--- config.mk ---
export PLATFORM = sky130hd
export DESIGN_NAME = mem_copy_dma
export DESIGN_NICKNAME = d
export VERILOG_FILES = /design/src/rtl/mem_copy_dma_pkg.sv /design/src/rtl/mem_copy_dma.sv
export SDC_FILE = /design/constraint.sdc
export NUM_CORES = 1
export LEC_CHECK = 0
export ABC_AREA = 1
export CORE_AREA = 2 2 106 108
export DETAILED_ROUTE_END_ITERATION = 10
export DIE_AREA = 0 0 108 110
export DONT_BUFFER_PORTS = 1
export GPL_TIMING_DRIVEN = 0
export PLACE_DENSITY = 0.5
export SLEW_MARGIN = 20
export SYNTH_ARGS = -nofsm -noshare
export SYNTH_HDL_FRONTEND = slang
export SYNTH_SLANG_ARGS = --single-unit
--- constraint.sdc ---
create_clock -name clk -period 2.16 [get_ports clk]
set_input_delay 0.216 -clock clk [delete_from_list [all_inputs] [get_ports clk]]
set_output_delay 0.216 -clock clk [all_outputs]
set_load 0.03 [all_outputs]
--- src/rtl/mem_copy_dma_pkg.sv ---
// Shared definitions for the block-copy engine: FSM state encodings.
// The CPU control-port decode relies on these exact encodings.
package mem_copy_dma_pkg;

  typedef enum logic [1:0] {
    ST_IDLE  = 2'd0,
    ST_READ  = 2'd1,
    ST_WRITE = 2'd2,
    ST_DONE  = 2'd3
  } dma_state_e;

endpackage

--- src/rtl/mem_copy_dma.sv ---
// Word-granular block-copy engine acting as a bus initiator on the data RAM.
// Each word takes two cycles: a READ cycle that captures the RAM's
// asynchronous data_out, then a WRITE cycle that stores it at the destination.
//
// Command handshake: start is a single-cycle strobe with no ready signal.
// It is accepted only when the engine is idle (busy == 0) and rst is low.
// On the accepting edge, src_addr, dst_addr and length are captured.
// A start seen while busy is dropped, not queued. Completion is signalled
// by a one-cycle done pulse, after which busy falls.
module mem_copy_dma
  import mem_copy_dma_pkg::*;
#(
  parameter int ADDR_WIDTH = 12,
  parameter int DATA_WIDTH = 32,
  parameter int LEN_WIDTH  = 12
) (
  input  logic                  clk,
  input  logic                  rst,
  input  logic                  start,
  input  logic [ADDR_WIDTH-1:0] src_addr,
  input  logic [ADDR_WIDTH-1:0] dst_addr,
  input  logic [LEN_WIDTH-1:0]  length,
  output logic                  busy,
  output logic                  done,
  output logic [ADDR_WIDTH-1:0] mem_address,
  output logic [DATA_WIDTH-1:0] mem_data_in,
  output logic                  mem_write_enable,
  output logic                  mem_read_enable,
  input  logic [DATA_WIDTH-1:0] mem_rdata,
  output dma_state_e            dbg_state
);

  dma_state_e            state_q, state_d;
  logic [ADDR_WIDTH-1:0] src_q;
  logic [ADDR_WIDTH-1:0] dst_q;
  logic [LEN_WIDTH-1:0]  cnt_q;
  logic [DATA_WIDTH-1:0] buf_q;

  assign dbg_state = state_q;

  // State register plus the address/count/data registers they advance.
  // Address increments wrap naturally at the register width.
  always_ff @(posedge clk) begin
    if (rst) begin
      state_q <= ST_IDLE;
      src_q   <= '0;
      dst_q   <= '0;
      cnt_q   <= '0;
      buf_q   <= '0;
    end else begin
      state_q <= state_d;
      case (state_q)
        ST_IDLE: begin
          if (start && (length != '0)) begin
            src_q <= src_addr;
            dst_q <= dst_addr;
            cnt_q <= length;
          end
        end
        ST_READ: begin
          buf_q <= mem_rdata;
          src_q <= src_q + ADDR_WIDTH'(1);
        end
        ST_WRITE: begin
          dst_q <= dst_q + ADDR_WIDTH'(1);
          cnt_q <= cnt_q - LEN_WIDTH'(1);
        end
        default: ;
      endcase
    end
  end

  // Next-state and output decode; RAM port outputs depend only on the
  // registered state and registered values, so enables do not glitch.
  always_comb begin
    state_d          = state_q;
    busy             = (state_q != ST_IDLE);
    done             = 1'b0;
    mem_address      = '0;
    mem_data_in      = '0;
    mem_write_enable = 1'b0;
    mem_read_enable  = 1'b0;
    case (state_q)
      ST_IDLE: begin
        if (start) begin
          state_d = (length == '0) ? ST_DONE : ST_READ;
        end
      end
      ST_READ: begin
        mem_address     = src_q;
        mem_read_enable = 1'b1;
        state_d         = ST_WRITE;
      end
      ST_WRITE: begin
        mem_address      = dst_q;
        mem_data_in      = buf_q;
        mem_write_enable = 1'b1;
        state_d          = (cnt_q == LEN_WIDTH'(1)) ? ST_DONE : ST_READ;
      end
      ST_DONE: begin
        done    = 1'b1;
        state_d = ST_IDLE;
      end
      default: state_d = ST_IDLE;
    endcase
  end

endmodule
# == Word level (Yosys, flattened, before mapping) ==
# Cells that the tools add are included.
# op_classes
eq_ne,6
n_addsub,3
n_mux,15
reduce_logical,9
# ops
cell,count
12-bit case mux with 2 select lines,4
12-bit two-way mux,3
32-bit two-way mux,1
12-bit by 1-bit adder with 12-bit output (second input constant),2
12-bit by 1-bit == test with 1-bit output (second input constant),1
12-bit zero test,1
12-bit nonzero test,1
12-bit by 1-bit subtractor with 12-bit output (second input constant),1
2-bit case mux with 4 select lines,1
2-bit two-way mux,3
2-bit nonzero test,3
2-bit == test (second input constant),2
2-bit != test (second input constant),2
2-bit AND reduction,2
1-bit two-way mux,3
2-bit by 1-bit == test with 1-bit output (second input constant),1
2-bit zero test,1
1-bit logical AND,1
# totals
wordCells,38
ff_bits,70
output_inout_bits,50

# == Longest topological paths before layout ==
# Gate-level depths: netlist (run 1).
# depth
depth_word,4
depth_mapped,11
depth_no_buf,11

# == Worst setup path after synthesis (run 1) ==
# No wires, ideal clock.
# synth_path
path_kind,reg2out
start,register state_q[1] (netlist: dbg_state[1])
end,output mem_address[2]
n_path_buf,2
path_stages_with_launch,6
path_slack_ns,-0.088
arrival_ns,2.032
t_required_ns,1.944
cell_sequence,dfxtp_1 ha_1 buf_2 buf_2 nand2_1 a21oi_1
# synth_between
elab_chain_len,2
word_cells_on_any_way,3
classes_between,2 x eq/ne; 1 x mux
# synth_lines
item,line,rtl
"start, declared",mem_copy_dma.sv:33,"dma_state_e state_q, state_d;"
"start signal, assigned",mem_copy_dma.sv:51,state_q <= state_d;
2-bit == test or 2-bit by 1-bit == test with 1-bit output (tied branches),mem_copy_dma.sv:83,case (state_q)
12-bit case mux with 2 select lines *,mem_copy_dma.sv:83,
"end, declared",mem_copy_dma.sv:25,"output logic [ADDR_WIDTH-1:0] mem_address,"
# Every way passes the cells marked *; elsewhere a longest branch is shown, timed or not.

# == Worst setup path in the final report (run 1) ==
# layout_path
start,register state_q[1] (netlist: dbg_state[1])
end,output mem_address[0]
# The elaborated chain is that of the path after synthesis.

==> flow_metrics.py, run 1 <==
metrics = {
    "status": {
        "status": "completed",
    },
    "die": {
        "initial_core_util_pct": 39.2,
        "ioPinCount": 121,
        "dieHeight_um": 110,
        "core.rowCount": 38,
        "dieWidth_um": 108,
        "dieArea_um2": 11900,
        "core_um2": 10700,
    },
    "clock_network": {
        "cts-root-buf": "clkbuf_8",
        "clock_latency_ns": 0.37,
        "cts_buffers": 9,
        "htreeDepth": 3,
        "clk_pin_slew_ns": 0.08,
        "clockBufferDepth": 2,
        "postCtsSetupBuffers": 0,
        "clock-sinks": 70,
        "cts_tree": "done",
    },
    "placement": {
        "port_buffers": 0,
        "place_ws_ns": -0.500,
        "gp_congestion": 0.839,
        "post-dp-hpwl_um": 9480,
    },
    "sta": {
        "fin_crit_ns": 2.06,
        "hold_viol": 0,
        "worstMarginPinSlew_ns": 0.555,
        "hold_slack_ns": 0.0485,
        "rsz0062_at_grt": "false",
        "slew_violations": 0,
        "period_share_pct": 95.4,
        "finalSetupViolCount": 0,
        "fmax_mhz": 485,
        "fin_worst_skew_ns": 0.00670,
        "slew_headroom_pct": 63.0,
        "layout_setup_ws_ns": 0.0987,
    },
    "worst_setup_path": {
        "cp-end-kind": "primary output",
        "cp_slowest_cell": "dfxtp_4",
        "crit_fanout": 10,
        "slowest_delay_ns": 0.42,
        "cp.required_ns": 1.94,
        "startpoint_type": "flip-flop",
        "cp_top_family": "flip-flops",
        "cp_cell_sequence": "inv_2, ha_4, buf_2, nand2_1, a21oi_4",
        "arrival_ns": 1.85,
        "critPathBufInv": 2,
        "worst-setup-path-type": "reg2out",
    },
    "synthesis": {
        "synthCells": 699,
        "yosysWarningCount": 0,
        "avgSynthCellArea_um2": 5.99,
        "syn_area_um2": 4190,
        "synth_edf_count": 0,
        "yosysSeqAreaShare_pct": 33.4,
        "syn-num-nets": 779,
        "synth_async_sr_flop_share_pct": 0,
        "ys_types": 31,
        "synth-seq-cells": 70,
        "ys.flop_type": "dfxtp_1",
    },
    "global_routing": {
        "use_met3_pct": 5.64,
        "gr-usage-met1_pct": 29.3,
        "grt-busiest-layer": "met2",
        "antenna_found_initial": 0,
        "grtUsageTotal_pct": 22.4,
        "grt-ovfl-total": 0,
        "gr-usage-met2_pct": 36.3,
        "grt_max_degree": 14,
        "grt_pass1_vias": 4128,
        "grt_pass1_wl_um": 20400,
    },
    "pwr": {
        "power.total_w": 0.00639,
        "leakage_nw": 2.41,
        "irDropWorstVdd_v": 0.000487,
        "power_density_nw_per_um2": 1230,
    },
    "detailed_routing": {
        "totalWireLength_um": 12800,
        "firstDrtPassIters": 5,
        "wl_per_cell_um": 14.4,
        "antenna_left": 0,
        "vias_per_cell": 4.89,
        "drt-initial-drc-count": 179,
        "drc": 0,
        "vias": 4342,
    },
    "hold_path": {
        "hold_path.class": "in2reg",
    },
    "layout": {
        "most-common-layout-cells": "nor2_1 (174), nand2_1 (169), o21ai_0 (71), dfxtp_1 (68), inv_1 (44)",
        "fin_util_pct": 48.4,
        "nNetsFinal": 823,
        "final_common_cell": "nor2_1",
        "n_antenna_cell": 0,
        "syn_to_final_growth_pct": 23.4,
        "drive_gt1_share_pct": 12.2,
    },
    "job": {
        "drv_cap": 0,
    },
}
[layout make-up]
cell class	count	area [um^2]
Timing Repair Buffer	33	330
Clock buffer	9	124
Sequential cell	70	1410
Fill cell	1165	5530
Multi-Input combinational cell	519	2480
Buffer	33	240
Tap cell	140	175
Inverter	77	295
Clock inverter	7	121
[cells in the mapped netlist (4+ instances only)]
library cell  instances  share of area, %
o21ai_1               7              0.84
a21oi_1              18               2.1
nand3_1              28               3.3
nand3b_1              4              0.72
nand2_1             170                15
nor3_1                6              0.72
nand4_1               4              0.60
ha_1                  9               2.7
buf_6                 5               1.3
nor2_1              174                16
dfxtp_1              70                33
inv_1                76               6.8
buf_2                 9               1.1
clkbuf_1             16               1.4
o21bai_1              6               1.1
o21ai_0              71               8.5
[cell families after synthesis]
logic type,count (synthesis),synth area share [%]
compound gates,115,14.8
flops,70,33.4
buf+inv,110,11.1
fa+ha+maj,9,2.69
simple gates,395,37.9
[power breakdown]
| group | leakage [nW] | switching [W] | internal [W] | total (W) |
|---|---|---|---|---|
| Combinational | 1.72 | 0.00196 | 0.000960 | 0.00292 |
| Clock | 0.112 | 0.000574 | 0.000770 | 0.00134 |
| Sequential | 0.580 | 0.000401 | 0.00172 | 0.00213 |
| Total | 2.41 | 0.00293 | 0.00346 | 0.00639 |
[tightest hold or removal path: stages]
cell and delay, ns:
nor2_1 0.05, inv_1 0.06, a21oi_1 0.06
[path summary, 6_finish.rpt]
path,from,end,slack (ns),depth (start not counted)
hold reg to reg,buf_q[4]$_SDFFE_PP0N_,buf_q[4]$_SDFFE_PP0N_,0.51,2
hold / removal,start,dbg_state[1]$_SDFFE_PP0P_,0.05,3
setup / recovery,dbg_state[1]$_SDFFE_PP0P_,mem_address[0],0.1,5
setup reg to reg,dbg_state[1]$_SDFFE_PP0P_,cnt_q[4]$_SDFFE_PP0P_,0.21,9
[sequential cells by signal (all words and copies together), names as in the netlist]
register / count
buf_q: 32
cnt_q: 12
dbg_state: 2
dst_q: 12
src_q: 12
[routing by layer]
| metal | part of all wire (%) | up-vias |
|---|---|---|
| li1 | - | 2276 |
| met3 | 6.2 | 13 |
| met4 | 1.5 | 0 |
| met1 | 47 | 1958 |
| met5 | 0 | - |
| met2 | 46 | 95 |
[what timing repair did]
item / 4_1_cts / 5_1_grt
gates resized for setup: 71 / 16
setup endpoints to repair: 110 / 38
pin swaps: 2 / 4
hold buffers: 33 / 0
endpoints found under the hold margin: 37 / 0
[metrics by stage]
step	instances	setup TNS (ns)	instance area [um^2]
floorplan	699	0	4210
global placement	839	-24.76	4380
detailed placement	839	-25.94	4380
CTS	888	0	5130
global route	888	0	5170
finish	888	0	5170
No activity file was read; power rests on OpenSTA's default activity.
==> run 2, diff against run 1 <==
Settings changed: CTS_BUF_LIST set to sky130_fd_sc_hd__clkbuf_16, SLEW_MARGIN 20 to not set.
==> run 2 against run 1 <==
Against the previous run: sequential power about the same; fmax decreased by 0.36%; hold slack got worse by 0.034 ns; non-clock buffer count down 32; critical endpoint is now mem_address[2]; core utilization down 2.3 points; cell count fell by 3.6%; via count is 2.0% lower; register-to-register slack about the same; clock power up 30%; clock skew decreased by 0.0025 ns; highest routed layer unchanged; critical path type unchanged; count of clock-buffer cells in the layout did not move.
==> flow_metrics.py, run 2 (synthesis results as in run 1) <==
metrics = {
    "sta": {
        "worstMarginPinSlew_ns": 0.544,
        "fin_worst_skew_ns": 0.00424,
        "layout_setup_ws_ns": 0.0913,
        "rsz0062_at_grt": "false",
        "fin_crit_ns": 2.07,
        "hold_viol": 0,
        "finalSetupViolCount": 0,
        "slew_headroom_pct": 63.7,
        "period_share_pct": 95.8,
        "slew_violations": 0,
        "finalSetupTns_ns": 0,
        "fmax_mhz": 483,
    },
    "worst_setup_path": {
        "rrSetupSlack_ns": 0.21,
        "cp.required_ns": 1.94,
        "worst-setup-path-type": "reg2out",
        "crit_start": "dbg_state[1]$_SDFFE_PP0P_",
        "cp-end-kind": "primary output",
        "cp_slowest_cell": "dfxtp_4",
        "arrival_ns": 1.85,
        "cp_cell_sequence": "inv_2, ha_4, buf_6, buf_4, nand2_1, a21oi_4",
        "startpoint_type": "flip-flop",
        "r2r_start": "dbg_state[0]$_SDFFE_PP0P_",
        "slowest_delay_ns": 0.41,
        "crit_fanout": 10,
    },
    "detailed_routing": {
        "vias_per_cell": 4.97,
        "antenna_left": 0,
        "firstDrtPassIters": 5,
        "totalWireLength_um": 12600,
        "wl_per_cell_um": 14.7,
        "vias": 4255,
        "drt-initial-drc-count": 213,
        "drc": 0,
    },
    "global_routing": {
        "antenna_found_initial": 0,
        "grt-ovfl-total": 0,
        "grt_pass1_wl_um": 19900,
        "grtUsageTotal_pct": 21.7,
        "grt_pass1_vias": 3957,
        "grt_max_degree": 14,
    },
    "hold_path": {
        "hold_path.class": "in2reg",
        "hold_start": "mem_rdata[11]",
    },
    "clock_network": {
        "cts-root-buf": "clkbuf_16",
        "clock-sinks": 70,
        "cts_tree": "done",
        "postCtsSetupBuffers": 0,
        "clock_latency_ns": 0.33,
        "clk_pin_slew_ns": 0.06,
        "clockBufferDepth": 2,
        "htreeDepth": 3,
        "cts_buffers": 9,
    },
    "die": {
        "ioPinCount": 121,
        "core.rowCount": 38,
        "dieWidth_um": 108,
        "core_um2": 10700,
        "initial_core_util_pct": 39.2,
        "dieArea_um2": 11900,
        "dieHeight_um": 110,
    },
    "placement": {
        "dp_cells": 839,
        "port_buffers": 0,
        "post-dp-hpwl_um": 9480,
        "place_ws_ns": -0.500,
        "place_area_um2": 4380,
        "gp_congestion": 0.839,
    },
    "layout": {
        "final_cells": 856,
        "largest_reg_flops": 32,
        "design_area_um2": 4930,
        "n_antenna_cell": 0,
        "multi_input_comb_area_um2": 2470,
        "most-common-layout-cells": "nor2_1 (174), nand2_1 (169), o21ai_0 (71), dfxtp_1 (68), inv_1 (44)",
        "final_common_cell": "nor2_1",
        "seqCellArea_um2": 1410,
        "largest-register": "buf_q",
        "nNetsFinal": 791,
        "drive_gt1_share_pct": 12.7,
        "fin_util_pct": 46.1,
        "fillCellCount": 1199,
        "syn_to_final_growth_pct": 17.6,
    },
    "pwr": {
        "irDropWorstVdd_v": 0.000482,
        "leakage_nw": 2.32,
        "power_density_nw_per_um2": 1360,
    },
    "job": {
        "drv_cap": 0,
    },
    "status": {
        "status": "completed",
    },
}
## run 2: timing repair
item	4_1_cts	5_1_grt
gates cloned	0	0
pin swaps	2	1
setup endpoints to repair	110	36
hold buffers	1	0
hold endpoints to repair	1	0
gates resized for setup	69	10
## run 2: path summary, 6_finish.rpt
check / endpoint / cells past startpoint
setup / recovery: mem_address[2] / 6
hold / removal: buf_q[11]$_SDFFE_PP0N_ / 2
setup reg to reg: cnt_q[4]$_SDFFE_PP0P_ / 9
hold reg to reg: buf_q[11]$_SDFFE_PP0N_ / 2
## run 2: metal layers
metal,up-vias,GRT usage [%],wire (um)
li1,2209,-,-
met1,1902,28.9,5850
met2,134,34.6,5670
met3,10,5.94,957
met4,0,6.23,141
met5,-,0,0
## run 2: critical path: cells and delay by family (launching register included)
family	cells	cell delay, ns
compound gates	1	0.30
fa+ha+maj	1	0.23
buf+inv	3	0.45
flops	1	0.41
simple gates	1	0.12
## run 2: cell type report
type / instances / area share, %
clock buffers: 9 / 4.57
multi-input cells: 519 / 50.1
plain buffers: 33 / 4.59
clock inverters: 7 / 2.46
repair buffers: 1 / 0.203
flip-flops and latches: 70 / 28.6
inverters: 77 / 5.94
well taps: 140 / 3.55
## run 2: report_power, final
group	switching, W	total, W	internal [W]
clock	0.000606	0.00174	0.00113
sequential	0.000401	0.00213	0.00173
combinational	0.00193	0.00283	0.000901
total	0.00294	0.00670	0.00376
## run 2: metrics by stage
| step | hold WS (ns) | total power [W] |
|---|---|---|
| floorplan | 0.294 | 0.00408 |
| global placement | 0.304 | 0.00471 |
| detailed placement | 0.299 | 0.00475 |
| CTS | 0.00739 | 0.00672 |
| global route | 0.00716 | 0.00725 |
| finish | 0.0145 | 0.00670 |
